$ cat config.mk
export PLATFORM = sky130hd
export DESIGN_NAME = silu_grad_pwl
export DESIGN_NICKNAME = d
export VERILOG_FILES = /design/src/rtl/silu_pkg.sv /design/src/rtl/silu_grad_lut.sv /design/src/rtl/silu_grad_pwl.sv
export SDC_FILE = /design/constraint.sdc
export NUM_CORES = 1
export LEC_CHECK = 0
export ABC_AREA = 1
export BUFFER_PORTS_ARGS = -buffer_cell sky130_fd_sc_hd__buf_2
export CORE_ASPECT_RATIO = 0.5
export CORE_MARGIN = 2
export CORE_UTILIZATION = 50
export CTS_CLUSTER_DIAMETER = 100
export CTS_CLUSTER_SIZE = 8
export DETAILED_ROUTE_END_ITERATION = 7
export PLACE_DENSITY = 0.67
export SETUP_SLACK_MARGIN = 0.5
export SYNTH_ARGS = -nofsm -noshare
export SYNTH_HDL_FRONTEND = slang
export SYNTH_SLANG_ARGS = --single-unit
$ cat constraint.sdc
create_clock -name clk -period 7.7 [get_ports clk]
set_input_delay 1.925 -clock clk [delete_from_list [all_inputs] [get_ports clk]]
set_output_delay 1.925 -clock clk [all_outputs]
set_load 0.005 [all_outputs]
$ cat src/rtl/silu_pkg.sv
// Shared Q-format constants, derivative tables and the round/saturate helper for silu_grad_pwl.
package silu_pkg;

    localparam int unsigned SEGS   = 32;
    localparam int unsigned FRAC   = 8;
    localparam int unsigned DATA_W = 16;
    localparam int unsigned DER_W  = 10;
    localparam int unsigned PROD_W = DATA_W + DER_W;

    // Upper (exclusive) bound of each segment, signed Q8.8. The last entry is a sentinel;
    // x values past it fall back to the final table value anyway.
    localparam logic signed [DATA_W-1:0] SILU_D_BRK [SEGS] = '{
        16'hF800, 16'hFA00, 16'hFC00, 16'hFC80, 16'hFD00, 16'hFD40, 16'hFDC0, 16'hFE00,
        16'hFE40, 16'hFE80, 16'hFEC0, 16'hFF00, 16'hFF40, 16'hFF80, 16'hFFC0, 16'h0040,
        16'h0080, 16'h00C0, 16'h0100, 16'h0140, 16'h0180, 16'h01C0, 16'h0200, 16'h0240,
        16'h02C0, 16'h0300, 16'h0380, 16'h0400, 16'h0500, 16'h0600, 16'h0800, 16'h7FFF
    };

    // SiLU'(x) per segment, signed Q2.8. Dips to -0.10 near x=-2.4, peaks at 1.10 near x=+2.4.
    localparam logic signed [DER_W-1:0] SILU_D_VAL [SEGS] = '{
        10'h000, 10'h3FE, 10'h3F8, 10'h3F0, 10'h3EC, 10'h3E8, 10'h3E7, 10'h3E8,
        10'h3EB, 10'h3F0, 10'h3FA, 10'h005, 10'h021, 10'h03A, 10'h05F, 10'h080,
        10'h0A1, 10'h0C6, 10'h0DF, 10'h0FB, 10'h106, 10'h110, 10'h115, 10'h118,
        10'h11A, 10'h118, 10'h115, 10'h110, 10'h10A, 10'h105, 10'h101, 10'h100
    };

    localparam logic signed [DATA_W-1:0] SAT_MAX = 16'sh7FFF;
    localparam logic signed [DATA_W-1:0] SAT_MIN = 16'sh8000;

    // Bounds and rounding constant at the widened product width.
    localparam logic signed [PROD_W:0] RS_HI    = (PROD_W+1)'(32767);
    localparam logic signed [PROD_W:0] RS_LO    = (PROD_W+1)'(-32768);
    localparam logic signed [PROD_W:0] RND_HALF = (PROD_W+1)'(1) << (FRAC - 1);

    typedef struct packed {
        logic              sat;
        logic [DATA_W-1:0] dx;
    } rs_t;

    // Round half up, drop FRAC bits, clamp to Q8.8 and flag clamping.
    function automatic rs_t round_sat(input logic signed [PROD_W-1:0] p);
        logic signed [PROD_W:0] sum;
        logic signed [PROD_W:0] r;
        rs_t res;
        sum = {p[PROD_W-1], p} + RND_HALF;
        r   = sum >>> FRAC;
        res.sat = 1'b0;
        res.dx  = r[DATA_W-1:0];
        if (r > RS_HI) begin
            res.sat = 1'b1;
            res.dx  = SAT_MAX;
        end else if (r < RS_LO) begin
            res.sat = 1'b1;
            res.dx  = SAT_MIN;
        end
        return res;
    endfunction

endpackage

$ cat src/rtl/silu_grad_lut.sv
// Combinational piecewise-constant SiLU derivative lookup: first segment with x < BRK[i].
module silu_grad_lut
    import silu_pkg::*;
(
    input  logic signed [DATA_W-1:0] x,
    output logic signed [DER_W-1:0]  d
);

    // Scan from the top down so the lowest matching segment wins.
    always_comb begin
        d = SILU_D_VAL[SEGS-1];
        for (int i = SEGS - 1; i >= 0; i--) begin
            if (x < SILU_D_BRK[i]) begin
                d = SILU_D_VAL[i];
            end
        end
    end

endmodule

$ cat src/rtl/silu_grad_pwl.sv
// SiLU backward PWL unit: dx = sat(round(g * SiLU'(x))), 3-stage streaming pipeline with
// global stall and a sticky saturation event counter.
module silu_grad_pwl
    import silu_pkg::*;
#(
    parameter int unsigned CNT_W = 16
) (
    input  logic              clk,
    input  logic              rst,
    input  logic              in_valid,
    output logic              in_ready,
    input  logic [DATA_W-1:0] in_x,
    input  logic [DATA_W-1:0] in_g,
    output logic              out_valid,
    input  logic              out_ready,
    output logic [DATA_W-1:0] out_dx,
    output logic [CNT_W-1:0]  sat_cnt,
    input  logic              sat_clr
);

    logic                     stall;
    logic signed [DER_W-1:0]  lut_d;
    logic                     v1_q;
    logic signed [DER_W-1:0]  d1_q;
    logic signed [DATA_W-1:0] g1_q;
    logic                     v2_q;
    logic signed [PROD_W-1:0] p2_q;
    logic signed [PROD_W-1:0] prod;
    logic                     out_valid_q;
    logic [DATA_W-1:0]        out_dx_q;
    logic [CNT_W-1:0]         sat_cnt_q;
    logic                     sat_inc;
    rs_t                      rs;

    assign stall    = out_valid_q & ~out_ready;
    assign in_ready = ~stall;

    silu_grad_lut u_lut (
        .x (in_x),
        .d (lut_d)
    );

    // S2 multiply and S3 round/saturate; an event counts only when the beat loads into S3.
    always_comb begin
        prod    = PROD_W'(g1_q) * PROD_W'(d1_q);
        rs      = round_sat(p2_q);
        sat_inc = ~stall & v2_q & rs.sat;
    end

    // S1: register looked-up derivative, gradient and valid.
    always_ff @(posedge clk) begin
        if (rst) begin
            v1_q <= 1'b0;
            d1_q <= '0;
            g1_q <= '0;
        end else if (!stall) begin
            v1_q <= in_valid & in_ready;
            d1_q <= lut_d;
            g1_q <= in_g;
        end
    end

    // S2: register the full-precision product.
    always_ff @(posedge clk) begin
        if (rst) begin
            v2_q <= 1'b0;
            p2_q <= '0;
        end else if (!stall) begin
            v2_q <= v1_q;
            p2_q <= prod;
        end
    end

    // S3: register the rounded, saturated result; held while downstream stalls.
    always_ff @(posedge clk) begin
        if (rst) begin
            out_valid_q <= 1'b0;
            out_dx_q    <= '0;
        end else if (!stall) begin
            out_valid_q <= v2_q;
            out_dx_q    <= rs.dx;
        end
    end

    // Saturation counter: clear wins over increment, sticks at all-ones.
    always_ff @(posedge clk) begin
        if (rst) begin
            sat_cnt_q <= '0;
        end else if (sat_clr) begin
            sat_cnt_q <= '0;
        end else if (sat_inc && (sat_cnt_q != '1)) begin
            sat_cnt_q <= sat_cnt_q + CNT_W'(1);
        end
    end

    assign out_valid = out_valid_q;
    assign out_dx    = out_dx_q;
    assign sat_cnt   = sat_cnt_q;

endmodule

==> reports/qor.txt <==
Final min period = 6.276 ns
Clock power frac = 0.254
TritonCTS Buffers = 9
Pwr/cell area = 158.4 nW/um^2
Gr ovfl total = 0
Worst reg2reg endpoint = p2_q[25]
Hold Fails Final Rpt = 0
RD Place Congestion = 0.8944
Worst hold path depth = 2
Placed inst area = 10510 sq um
Max layer used = met4
CP arrival = 6.52 ns
Post-route design area = 10800 sq um
Via-per-instance ratio = 5.213
Antenna viol nets, final = 0
Hold_sp = out_dx[15]
FMAX = 159.3 MHz
Seq/Total Area, Yosys = 0.1592
Initial core utilization = 0.5134
Clock Latency Late Sink = 0.35 ns
Hold_buf cts = 0
Die area = 21340 sq um
Synth warn = 0
Distinct cell type count after synthesis = 45
Root Driver = clkbuf_16
TritonCTS clock tree = done
Top cells by area, synth = fa_1 (27%), dfxtp_1 (16%), nand2_1 (12%)
Initial DRT Pass Iterations = 5
Placed Cells = 1640
Max-slew violation count = 0
Number of setup buffers added after CTS = 0
Rel. slew slack = 0.2652
Routed wl met3 = 1180 microns
Post_cts resized = 0
Placeable Area = 19590 sq um
Sink Count = 80
Total negative slack = 0 ns
Area grow syn2layout = 7.314%
Worst-margin pin slew = 1.098 ns
DP HPWL = 18020 microns
Syn avg cell area = 7.354 sq um
Input/output buffers = 64
First DRT Iteration DRCs = 434
Commonest non-fill, non-tap cell in the layout = nand2_1
Die X = 204.6 microns
Mapped Cells = 1368
Crit Path Max Fanout = 13
Global Route Usage Sum = 0.2337
Setup crit end kind = flip-flop
Fin crit share = 0.8151
# DRC = 0
Post-Layout Cell Count = 1656
DR WL met2 = 10690 microns
CP required = 7.94 ns
Sw Ratio = 0.4233
Worst Hold Class = reg2reg
Syn Nets = 1603
Die Y = 104.3 microns
Nets@finish = 1620
Initial antenna violation count = 0
Routed WL = 23090 microns
Largest net degree at the start of global routing = 59
Vias in the first global route = 8828
First-pass GRT wire length = 41150 microns
Status = completed
Most frequent cells in the layout = nand2_1 (317), inv_1 (285), fa_1 (138)
Post-synth top area cell = fa_1
# diodes = 0
Reg-to-reg critical path startpoint = d1_q[9]
# Max-Cap Violations = 0
Leak = 0.005942 uW
Final setup viols = 0
Fin util = 0.5510
Worst R2R Path Depth = 19
Hold endpoint = out_dx[15]
M1 WL = 10920 microns
Vias = 8632
Sequential Power Share = 0.333
Yosys reg bits = 80
P_sw = 724.1 uW
Clock Tree Buf Depth = 2
I/O pins = 71
Synth top area share = 0.2746
Synth Cell Area = 10060 sq um
WS Path Type = reg2reg
P_int = 986.3 uW
WL/cell = 13.94 microns
Clk_skew = 0.01229 ns
Critical Path Start Type = flip-flop
H-tree depth = 3
Worst IR Drop VDD = 101.8 uV
Combinational share of power = 0.413
Reg2Reg Setup Slack = 1.42 ns
Layout cells sized above 1 = 0.09353
Num rows = 36
RSZ-0062 raised after global routing = false
Worst-path clk slew = 0.07 ns
## critical path, cell delays in order, from the launching register on
cell	delay (ns)
dfxtp_1	0.57
inv_1	0.32
or2_2	0.38
fa_1	0.55
inv_1	0.07
fa_1	0.51
fa_1	0.52
fa_1	0.52
fa_1	0.49
ha_1	0.39
nand4_1	0.15
or3_1	0.33
o21ai_0	0.49
nand2_1	0.09
nand2_1	0.13
a21oi_1	0.14
o211ai_1	0.24
xor2_1	0.09
o21bai_1	0.12
inv_1	0.05
## synthesized netlist by cell type, drive strengths merged
| cell | n |
|---|---|
| nand2 | 327 |
| inv | 286 |
| fa | 138 |
| nor2 | 86 |
| a21oi | 81 |
| dfxtp | 80 |
| o21ai | 74 |
| ha | 60 |
| clkbuf | 59 |
| nand3 | 32 |
| xor2 | 25 |
| nor3 | 22 |
| nand4 | 20 |
| xnor2 | 15 |
| or2 | 14 |
| o211ai | 13 |
| a21o | 5 |
| o21bai | 5 |
| buf | 4 |
| nand3b | 4 |
| a31oi | 3 |
| o221ai | 3 |
| clkinv | 2 |
| nor4 | 2 |
| o21a | 2 |
| a21boi | 1 |
| a32o | 1 |
| a41oi | 1 |
| o31ai | 1 |
| o41ai | 1 |
| or3 | 1 |
## through the flow
stage               total power, uW  worst slack (ns)  hold WS [ns]
finish                         1710             1.424        0.4759
global route                   1861             1.075        0.4853
CTS                            1723             1.503        0.4753
detailed placement             1283             1.530        0.4609
global placement               1264             1.623        0.4545
floorplan                      1104             2.280        0.4495
## cell families after synthesis
family | count (synthesis) | synth area share
and+or+nand+nor | 508 | 0.2158
buffers and inverters | 351 | 0.1323
DFF | 80 | 0.1592
xor gates and xnor gates | 40 | 0.03483
adders and majority gates | 198 | 0.3493
AOI/OAI and AO/OA | 191 | 0.1086
## power groups by stage
| stage | clock network [uW] | registers, uW | logic (uW) |
|---|---|---|---|
| CTS | 442 | 568 | 713 |
| global placement | 0 | 573 | 692 |
| finish | 434 | 569 | 707 |
| floorplan | 0 | 536 | 568 |
| detailed placement | 0 | 575 | 708 |
| global route | 456 | 579 | 825 |
## registers in the layout, indices dropped and copies added, names as in the netlist
name,cells
d1_q,10
g1_q,16
out_dx,16
out_valid,1
p2_q,19
sat_cnt,16
v1_q,1
v2_q,1
## layer usage
metal,vias to the layer above,track usage
met1,4155,0.3277
met2,247,0.3892
met3,28,0.02788
met5,-,0
li1,4202,-
met4,0,0.04710
## worst max path at each step
stage / end / slack (ns) / startpoint
detailed placement: p2_q[25] / 1.53 / d1_q[9]
finish: p2_q[25] / 1.42 / d1_q[9]
CTS: p2_q[25] / 1.50 / d1_q[9]
floorplan: p2_q[25] / 2.28 / d1_q[8]
global placement: p2_q[25] / 1.62 / d1_q[9]
global route: p2_q[21] / 1.08 / d1_q[9]
## cell type report
class / count / area, sq um
fill: 1841 / 8798
sequential: 80 / 1602
clock inverter: 7 / 62.56
tap: 266 / 332.8
timing repair buffer: 69 / 357.8
clock buffer: 9 / 225.2
inverter: 288 / 1081
multi-input combinational: 937 / 7134
Power figures use the tool's default switching activity.
